<file path="config.mk">
export PLATFORM = sky130hd
export DESIGN_NAME = keypad_entry
export DESIGN_NICKNAME = d
export VERILOG_FILES = /design/src/rtl/keypad_entry.sv
export SDC_FILE = /design/constraint.sdc
export NUM_CORES = 1
export LEC_CHECK = 0
export BUFFER_PORTS_ARGS = -buffer_cell sky130_fd_sc_hd__buf_2
export CELL_PAD_IN_SITES_DETAIL_PLACEMENT = 0
export CELL_PAD_IN_SITES_GLOBAL_PLACEMENT = 1
export CORE_MARGIN = 1
export CORE_UTILIZATION = 44
export CTS_BUF_LIST = sky130_fd_sc_hd__clkbuf_8
export DETAILED_ROUTE_END_ITERATION = 10
export GPL_ROUTABILITY_DRIVEN = 0
export HOLD_SLACK_MARGIN = 0.15
export PLACE_DENSITY = 0.79
export RECOVER_POWER = 25
export SYNTH_ARGS = -nofsm -noshare
export SYNTH_HDL_FRONTEND = slang
export SYNTH_SLANG_ARGS = --single-unit
export TNS_END_PERCENT = 20
</file>
<file path="constraint.sdc">
create_clock -name clk -period 3.5 [get_ports clk]
set_input_delay 0.35 -clock clk [delete_from_list [all_inputs] [get_ports clk]]
set_output_delay 0.35 -clock clk [all_outputs]
set_load 0.01 [all_outputs]
</file>
<file path="src/rtl/keypad_entry.sv">
// Keypad password entry front-end.
// Collects decimal digits from the keypad scanner and accumulates them into a binary value.
// A full-length ENTER publishes that value on password_out. Also handles CLEAR, BACKSPACE,
// an idle timeout and lockout while the door alarm is active.
module keypad_entry #(
    parameter int unsigned DIGITS         = 4,
    parameter int unsigned WIDTH          = 14,
    parameter int unsigned TIMEOUT_CYCLES = 1000
) (
    input  logic             clk,
    input  logic             reset,
    input  logic             key_valid,
    input  logic [3:0]       key_code,
    input  logic             lock_in,
    output logic [WIDTH-1:0] password_out,
    output logic             password_valid,
    output logic [2:0]       digit_count,
    output logic             entry_error
);

    // ------------------------------------------------------------------
    // Elaboration-time parameter checks
    // ------------------------------------------------------------------
    function automatic longint unsigned pow10(input int unsigned n);
        longint unsigned r;
        r = 1;
        for (int unsigned i = 0; i < n; i++) begin
            r = r * 10;
        end
        return r;
    endfunction

    // The largest DIGITS-digit value must fit in WIDTH bits, so acc*10+d cannot overflow.
    localparam bit WidthOk = (WIDTH >= 64) || ((pow10(DIGITS) - 1) < (64'd1 << WIDTH));

    generate
        if (DIGITS < 1 || DIGITS > 7) begin : g_bad_digits
            $error("keypad_entry: DIGITS must be in 1..7 (digit_count is 3 bits)");
        end
        if (WIDTH < 4) begin : g_bad_width_min
            $error("keypad_entry: WIDTH must be at least 4");
        end
        if (!WidthOk) begin : g_bad_width
            $error("keypad_entry: WIDTH too small for DIGITS decimal digits");
        end
        if (TIMEOUT_CYCLES < 1) begin : g_bad_timeout
            $error("keypad_entry: TIMEOUT_CYCLES must be at least 1");
        end
    endgenerate

    // ------------------------------------------------------------------
    // Local constants
    // ------------------------------------------------------------------
    localparam int unsigned TimerW    = (TIMEOUT_CYCLES > 1) ? $clog2(TIMEOUT_CYCLES) : 1;
    localparam logic [TimerW-1:0] TimerLast = TimerW'(TIMEOUT_CYCLES - 1);
    localparam logic [2:0]        CntFull   = 3'(DIGITS);
    localparam logic [WIDTH-1:0]  Ten       = WIDTH'(10);

    localparam logic [3:0] KeyClear = 4'hA;
    localparam logic [3:0] KeyEnter = 4'hB;
    localparam logic [3:0] KeyBksp  = 4'hC;

    typedef enum logic [0:0] {
        StIdle,
        StEntry
    } state_t;

    // ------------------------------------------------------------------
    // State
    // ------------------------------------------------------------------
    state_t            state_q, state_d;
    logic [WIDTH-1:0]  acc_q, acc_d;
    logic [2:0]        count_q, count_d;
    logic [TimerW-1:0] timer_q, timer_d;
    logic [WIDTH-1:0]  pw_q, pw_d;
    logic              valid_q, valid_d;
    logic              err_q, err_d;

    // ------------------------------------------------------------------
    // Key decode
    // ------------------------------------------------------------------
    logic is_digit;
    logic key_live;

    // Codes D-F are treated as if no key was pressed at all.
    assign is_digit = (key_code <= 4'd9);
    assign key_live = key_valid && !lock_in && (key_code <= KeyBksp);

    // Next-state logic: entry FSM, accumulator, timeout and output pulses.
    always_comb begin
        state_d = state_q;
        acc_d   = acc_q;
        count_d = count_q;
        timer_d = timer_q;
        pw_d    = pw_q;
        valid_d = 1'b0;
        err_d   = 1'b0;

        if (lock_in) begin
            // Alarm active: silently drop any partial entry.
            state_d = StIdle;
            acc_d   = '0;
            count_d = '0;
            timer_d = '0;
        end else begin
            case (state_q)
                StIdle: begin
                    timer_d = '0;
                    if (key_live && is_digit) begin
                        acc_d   = WIDTH'(key_code);
                        count_d = 3'd1;
                        state_d = StEntry;
                    end
                end

                StEntry: begin
                    if (key_live) begin
                        // Any processed key restarts the idle timer and pre-empts a timeout.
                        timer_d = '0;
                        if (is_digit) begin
                            if (count_q == CntFull) begin
                                err_d = 1'b1;
                            end else begin
                                acc_d   = (acc_q * Ten) + WIDTH'(key_code);
                                count_d = count_q + 3'd1;
                            end
                        end else begin
                            case (key_code)
                                KeyBksp: begin
                                    acc_d   = acc_q / Ten;
                                    count_d = count_q - 3'd1;
                                    if (count_q == 3'd1) begin
                                        state_d = StIdle;
                                    end
                                end
                                KeyClear: begin
                                    acc_d   = '0;
                                    count_d = '0;
                                    state_d = StIdle;
                                end
                                KeyEnter: begin
                                    if (count_q == CntFull) begin
                                        pw_d    = acc_q;
                                        valid_d = 1'b1;
                                    end else begin
                                        err_d = 1'b1;
                                    end
                                    acc_d   = '0;
                                    count_d = '0;
                                    state_d = StIdle;
                                end
                                default: ;
                            endcase
                        end
                    end else if (timer_q == TimerLast) begin
                        acc_d   = '0;
                        count_d = '0;
                        timer_d = '0;
                        err_d   = 1'b1;
                        state_d = StIdle;
                    end else begin
                        timer_d = timer_q + 1'b1;
                    end
                end

                default: begin
                    state_d = StIdle;
                    acc_d   = '0;
                    count_d = '0;
                    timer_d = '0;
                end
            endcase
        end
    end

    // State and output registers with asynchronous active-low reset.
    always_ff @(posedge clk or negedge reset) begin
        if (!reset) begin
            state_q <= StIdle;
            acc_q   <= '0;
            count_q <= '0;
            timer_q <= '0;
            pw_q    <= '0;
            valid_q <= 1'b0;
            err_q   <= 1'b0;
        end else begin
            state_q <= state_d;
            acc_q   <= acc_d;
            count_q <= count_d;
            timer_q <= timer_d;
            pw_q    <= pw_d;
            valid_q <= valid_d;
            err_q   <= err_d;
        end
    end

    assign password_out   = pw_q;
    assign password_valid = valid_q;
    assign digit_count    = count_q;
    assign entry_error    = err_q;

endmodule
</file>
==> impl_metrics.tcl, run 1 <==
set metrics [dict create \
    status "complete, but fails checks" \
    violations "max-capacitance violations, max-slew violations, negative setup slack" \
    r2r_setup_slack_ns -0.22 \
    fin_cells 783 \
    cts_buffer_depth 2 \
    layout_commonest_cell "buf_4" \
    grt_max_degree 45 \
    period_needed_ns 3.72 \
    place_hpwl_mm 9.35 \
    gr-total-overflow 0 \
    clkTransAtPathRegs_ns 0.09 \
    p_leak_nw 2.72 \
    postSynthAreaPerCell_um2 8.37 \
    setup_viol 4 \
    peakVddDrop_uv 147 \
    synth_area_mm2 0.00457 \
    start_kind "flip-flop" \
    worst_pin_slew_ns 2.49 \
    dr.pass1.iters 5 \
    power_density_mw_per_mm2 215 \
    end_kind "flip-flop" \
    root_buffer "clkbuf_8" \
    synth_flop_cell "dfrtp_1" \
    multiInputGateArea_mm2 0.00355 \
    final_antenna_net_count 0 \
    grt_pass1_wl_mm 21.6 \
    nFillCells 888 \
    routed_via_density 5.89 \
    synth_edf_count 0 \
    crit_arrival_ns 3.92 \
    route.final.wire_length_mm 13.2 \
    htree_levels 2 \
    synth-async-reset-ratio 1.00 \
    clock_latency_ns 0.31 \
    hold_class "in -> reg" \
    antenna_found_initial 0 \
    syn_to_final_growth_pct 31.8 \
    drv_slew 45 \
    coreArea_mm2 0.00991 \
    nNetsFinal 686 \
    cp.required_ns 3.69 \
    clock_skew_ns 0.0109 \
    power_w 0.00130 \
    clkSinkCount 44 \
    relSlewSlack -0.662 \
    layout_common_cells "buf_4, nand2_1, dfrtp_1, nor2_1, o21ai_0" \
    avgRoutedWirePerCell_um 16.8 \
    io_buffers 26 \
    die_h_um 104 \
    synth_cell_types 100 \
    rows 36 \
    yosys_register_bits 44 \
    cts_buffers 5 \
    critPathKind "reg -> reg" \
    place_inst 756 \
    grt_usage 0.242 \
    syn_nets 583 \
    drv_cap 1 \
    vias 4609 \
    clock.fmax_mhz 269 \
    hold_viol_final 0 \
    rsz0062_at_grt "yes" \
    drive_gt1_frac 0.334 \
    route.detailed.drc 0 \
    insertedDiodeCount 0 \
    finalCritPeriodShare 1.06 \
    num_io_pins 27 \
    die_area_mm2 0.0108 \
    first_iter_violations 216 \
    syn_inst 546 \
    seq_area_frac_synth 0.241 \
    worst_slack_ns -0.221 \
    yosysWarnings 0 \
    ff_latch_area_mm2 0.00110 \
    grt_pass1_vias 4484 \
    path_max_fanout 8 \
    start_util 0.461 \
    dieWidth_um 104 \
    cts_tree "yes" \
]
[cell usage after synthesis (8+ instances only)]
cell	n	area (um2)
clkbuf_1	16	60.1
o211ai_1	8	60.1
nor2_1	38	143
o21ai_0	37	185
nand2_1	66	248
a22o_1	8	70.1
xor2_1	14	123
buf_2	9	45.0
ha_1	27	338
nand3_1	17	85.1
a21oi_1	22	110
xnor2_1	20	175
dfrtp_1	44	1100
inv_1	19	71.3
nand2b_1	9	56.3
nor3_1	10	50.1
[logic make-up (layout without fill, tap and decap cells)]
family | after synthesis | count (layout) | synth area share
buffers and inverters | 55 | 159 | 0.0575
AND/OR/NAND/NOR | 196 | 196 | 0.224
flip-flops | 44 | 44 | 0.241
adder cells (fa/ha/maj) | 29 | 29 | 0.0827
AO/OA/AOI/OAI | 182 | 182 | 0.313
multiplexers | 5 | 5 | 0.0123
XOR/XNOR | 35 | 35 | 0.0687
[worst max-delay path, cell delays in order, from the launching register on]
cell and delay (ns):
dfrtp_2 0.46, buf_12 0.16, nor3b_4 0.24, o22ai_4 0.12
nor2_4 0.16, o32ai_4 0.11, a311o_2 0.46, buf_6 0.15
o41ai_4 0.31, a211oi_2 0.08, mux2_4 0.30, buf_4 0.17
nor2_2 0.10, a21oi_2 0.08, buf_4 0.15, a221o_1 0.35
o2111ai_1 0.08, o211ai_1 0.11
[final timing paths]
kind | startpoint | end | cells after the start
worst max register to register | acc_q[10] | acc_q[0] | 17
worst max-delay path | acc_q[10] | acc_q[0] | 17
worst min-delay path | key_code[3] | entry_error | 3
min in group asynchronous | reset | digit_count[1] | 1
max in group asynchronous | reset | acc_q[12] | 1
worst min register to register | password_out[3] | password_out[3] | 2
[repair_timing]
action / 4_1_cts / 5_1_grt
buffers inserted: 10 / 6
pin swaps: 19 / 19
hold buffers: 0 / 0
gates resized for setup: 32 / 39
setup endpoints to repair: 4 / 4
cloned: 0 / 3
[area by class of cell]
class	count	area share
Multi-Input combinational cell	447	0.589
Sequential cell	44	0.183
Timing Repair Buffer	130	0.166
Tap cell	133	0.0276
Clock buffer	7	0.0160
Inverter	21	0.0131
Clock inverter	1	0.00499
[stage by stage]
stage	setup TNS [ns]	utilization	area, um2	setup slack [ns]	hold slack, ns
global route	-1.17	0.608	6020	-0.388	0.443
global placement	-0.769	0.540	5350	-0.267	0.453
floorplan	-0.280	-	4580	-0.177	0.0544
finish	-0.563	0.608	6020	-0.221	0.456
detailed placement	-1.33	0.540	5350	-0.412	0.459
CTS	-0.505	0.579	5740	-0.201	0.246
[layer usage]
metal,part of all wire,vias up,GRT usage
li1,-,2231,-
met1,0.44,2220,0.318
met2,0.49,129,0.410
met3,0.039,29,0.0307
met4,0.024,0,0.0857
met5,0,-,0
[where the power goes]
group          internal, W  leakage (nW)  switching, W
clock network     0.000252        0.0645      0.000190
logic             0.000139          2.05      0.000180
registers         0.000518         0.605     0.0000164
[registers in the layout (all words and copies together) (netlist names)]
| register | flops |
|---|---|
| acc_q | 14 |
| password_out | 14 |
| timer_q | 10 |
| digit_count | 3 |
| entry_error | 1 |
| password_valid | 1 |
| state_q | 1 |
Power figures use the tool's default switching activity.
==> run 2, diff against run 1 <==
--- a/config.mk
+++ b/config.mk
@@ -13,6 +13,7 @@
 export CTS_BUF_LIST = sky130_fd_sc_hd__clkbuf_8
 export DETAILED_ROUTE_END_ITERATION = 10
 export GPL_ROUTABILITY_DRIVEN = 0
+export GPL_TIMING_DRIVEN = 0
 export HOLD_SLACK_MARGIN = 0.15
 export PLACE_DENSITY = 0.79
 export RECOVER_POWER = 25
==> impl_metrics.tcl, run 2 (synthesized netlist as in run 1, its figures left out) <==
set metrics [dict create \
    status "complete, but fails checks" \
    violations "max-capacitance violations, max-slew violations, negative setup slack" \
    coreArea_mm2 0.00991 \
    start_kind "flip-flop" \
    htree_levels 2 \
    clkTransAtPathRegs_ns 0.08 \
    period_needed_ns 3.91 \
    antenna_found_initial 0 \
    grt_use_met3 0.0251 \
    cts_buffers 5 \
    path_max_fanout 6 \
    insertedDiodeCount 0 \
    final_antenna_net_count 0 \
    use_met1 0.314 \
    layout_commonest_cell "nand2_1" \
    die_area_mm2 0.0108 \
    clock.fmax_mhz 256 \
    cts_buffer_depth 2 \
    layout_common_cells "nand2_1, dfrtp_1, nor2_1, o21ai_0, buf_2" \
    grt_usage 0.240 \
    start_util 0.461 \
    hold_class "in -> reg" \
    met2_usage 0.411 \
    end_kind "flip-flop" \
    grt_pass1_vias 4212 \
    rsz0062_at_grt "yes" \
    grt_pass1_wl_mm 21.2 \
    vias 4458 \
    p_leak_nw 2.39 \
    hold_viol_final 0 \
    drv_slew 45 \
    die_h_um 104 \
    grt_max_degree 45 \
    drive_gt1_frac 0.245 \
    finalCritPeriodShare 1.12 \
    clkSinkCount 44 \
    power_w 0.00114 \
    root_buffer "clkbuf_8" \
    route.final.wire_length_mm 12.9 \
    drv_cap 1 \
    dieWidth_um 104 \
    top_usage_layer "met2" \
    crit_arrival_ns 4.14 \
    rows 36 \
    num_io_pins 27 \
    nFillCells 947 \
    dr.pass1.iters 4 \
    tns_ns -1.17 \
    route.detailed.drc 0 \
    cts_tree "yes" \
    first_iter_violations 229 \
    cp.required_ns 3.73 \
    worst_pin_slew_ns 2.47 \
    power_density_mw_per_mm2 211 \
    avgRoutedWirePerCell_um 17.4 \
    clock_skew_ns 0.0101 \
    critPathKind "reg -> reg" \
    relSlewSlack -0.645 \
    nNetsFinal 644 \
    place_hpwl_mm 9.11 \
    syn_to_final_growth_pct 18.3 \
    peakVddDrop_uv 199 \
    setup_viol 4 \
    routed_via_density 6.04 \
    io_buffers 26 \
    worst_slack_ns -0.405 \
    clock_latency_ns 0.31 \
    gr-total-overflow 0 \
]
run 2: changes by cell type in the layout (fill, tap and decap cells not counted), sizes merged:
cell,change
buf,-57
clkbuf,+13
bufinv,-1
run 2: final cells by class:
cell class              count  area (um2)  share of cell area
flip-flops and latches     44        1100               0.204
clock buffers               5        68.8              0.0127
inverters                  21        78.8              0.0146
well taps                 133         166              0.0308
multi-input cells         447        3430               0.634
plain buffers              34         214              0.0396
repair buffers             54         344              0.0636
run 2: final timing paths:
kind                                  from               to  slack (ns)  cells after the start
max in group asynchronous            reset         acc_q[8]        1.12                      1
setup reg to reg                  acc_q[9]         acc_q[1]       -0.41                     17
hold / removal                     lock_in          state_q        0.46                      3
hold reg to reg            password_out[3]  password_out[3]        0.47                      2
min in group asynchronous            reset       timer_q[0]        0.79                      1
setup / recovery                  acc_q[9]         acc_q[1]       -0.41                     17
run 2: repair_timing:
item	CTS	global route
gates resized for setup	21	40
pin swaps	14	15
setup endpoints to repair	4	8
hold buffers	0	0
gates cloned	2	0
setup buffers	18	9
run 2: critical path, stage by stage, from the launching register on:
cell and delay (ns):
dfrtp_2 0.39, buf_6 0.14, buf_6 0.12, buf_6 0.09, and3b_1 0.18, a211o_1 0.28
o2111a_1 0.24, or3_4 0.40, a211oi_4 0.28, a21o_1 0.13, buf_6 0.12, mux2_4 0.34
buf_4 0.17, nor3b_1 0.21, a311oi_1 0.08, o32a_1 0.33, o311a_1 0.13, a32oi_1 0.19
run 2: where the power goes:
group / switching (W) / internal [W]
logic: 0.000178 / 0.000122
registers: 0.0000190 / 0.000518
clock network: 0.000173 / 0.000129
total: 0.000370 / 0.000769
run 2: metal layers:
layer,vias up,share of wire
li1,2149,-
met1,2180,0.45
met2,102,0.49
met3,27,0.033
met4,0,0.023
met5,-,0
run 2: stage by stage:
stage / cell area [um2] / hold slack (ns) / worst slack [ns] / instances / util
after floorplan: 4580 / 0.0544 / -0.177 / 546 / -
after global placement: 4880 / 0.453 / -0.577 / 705 / 0.492
after detailed placement: 4880 / 0.458 / -0.659 / 705 / 0.492
after CTS: 5160 / 0.260 / -0.379 / 730 / 0.521
after global routing: 5410 / 0.486 / -0.553 / 738 / 0.546
final: 5410 / 0.463 / -0.405 / 738 / 0.546
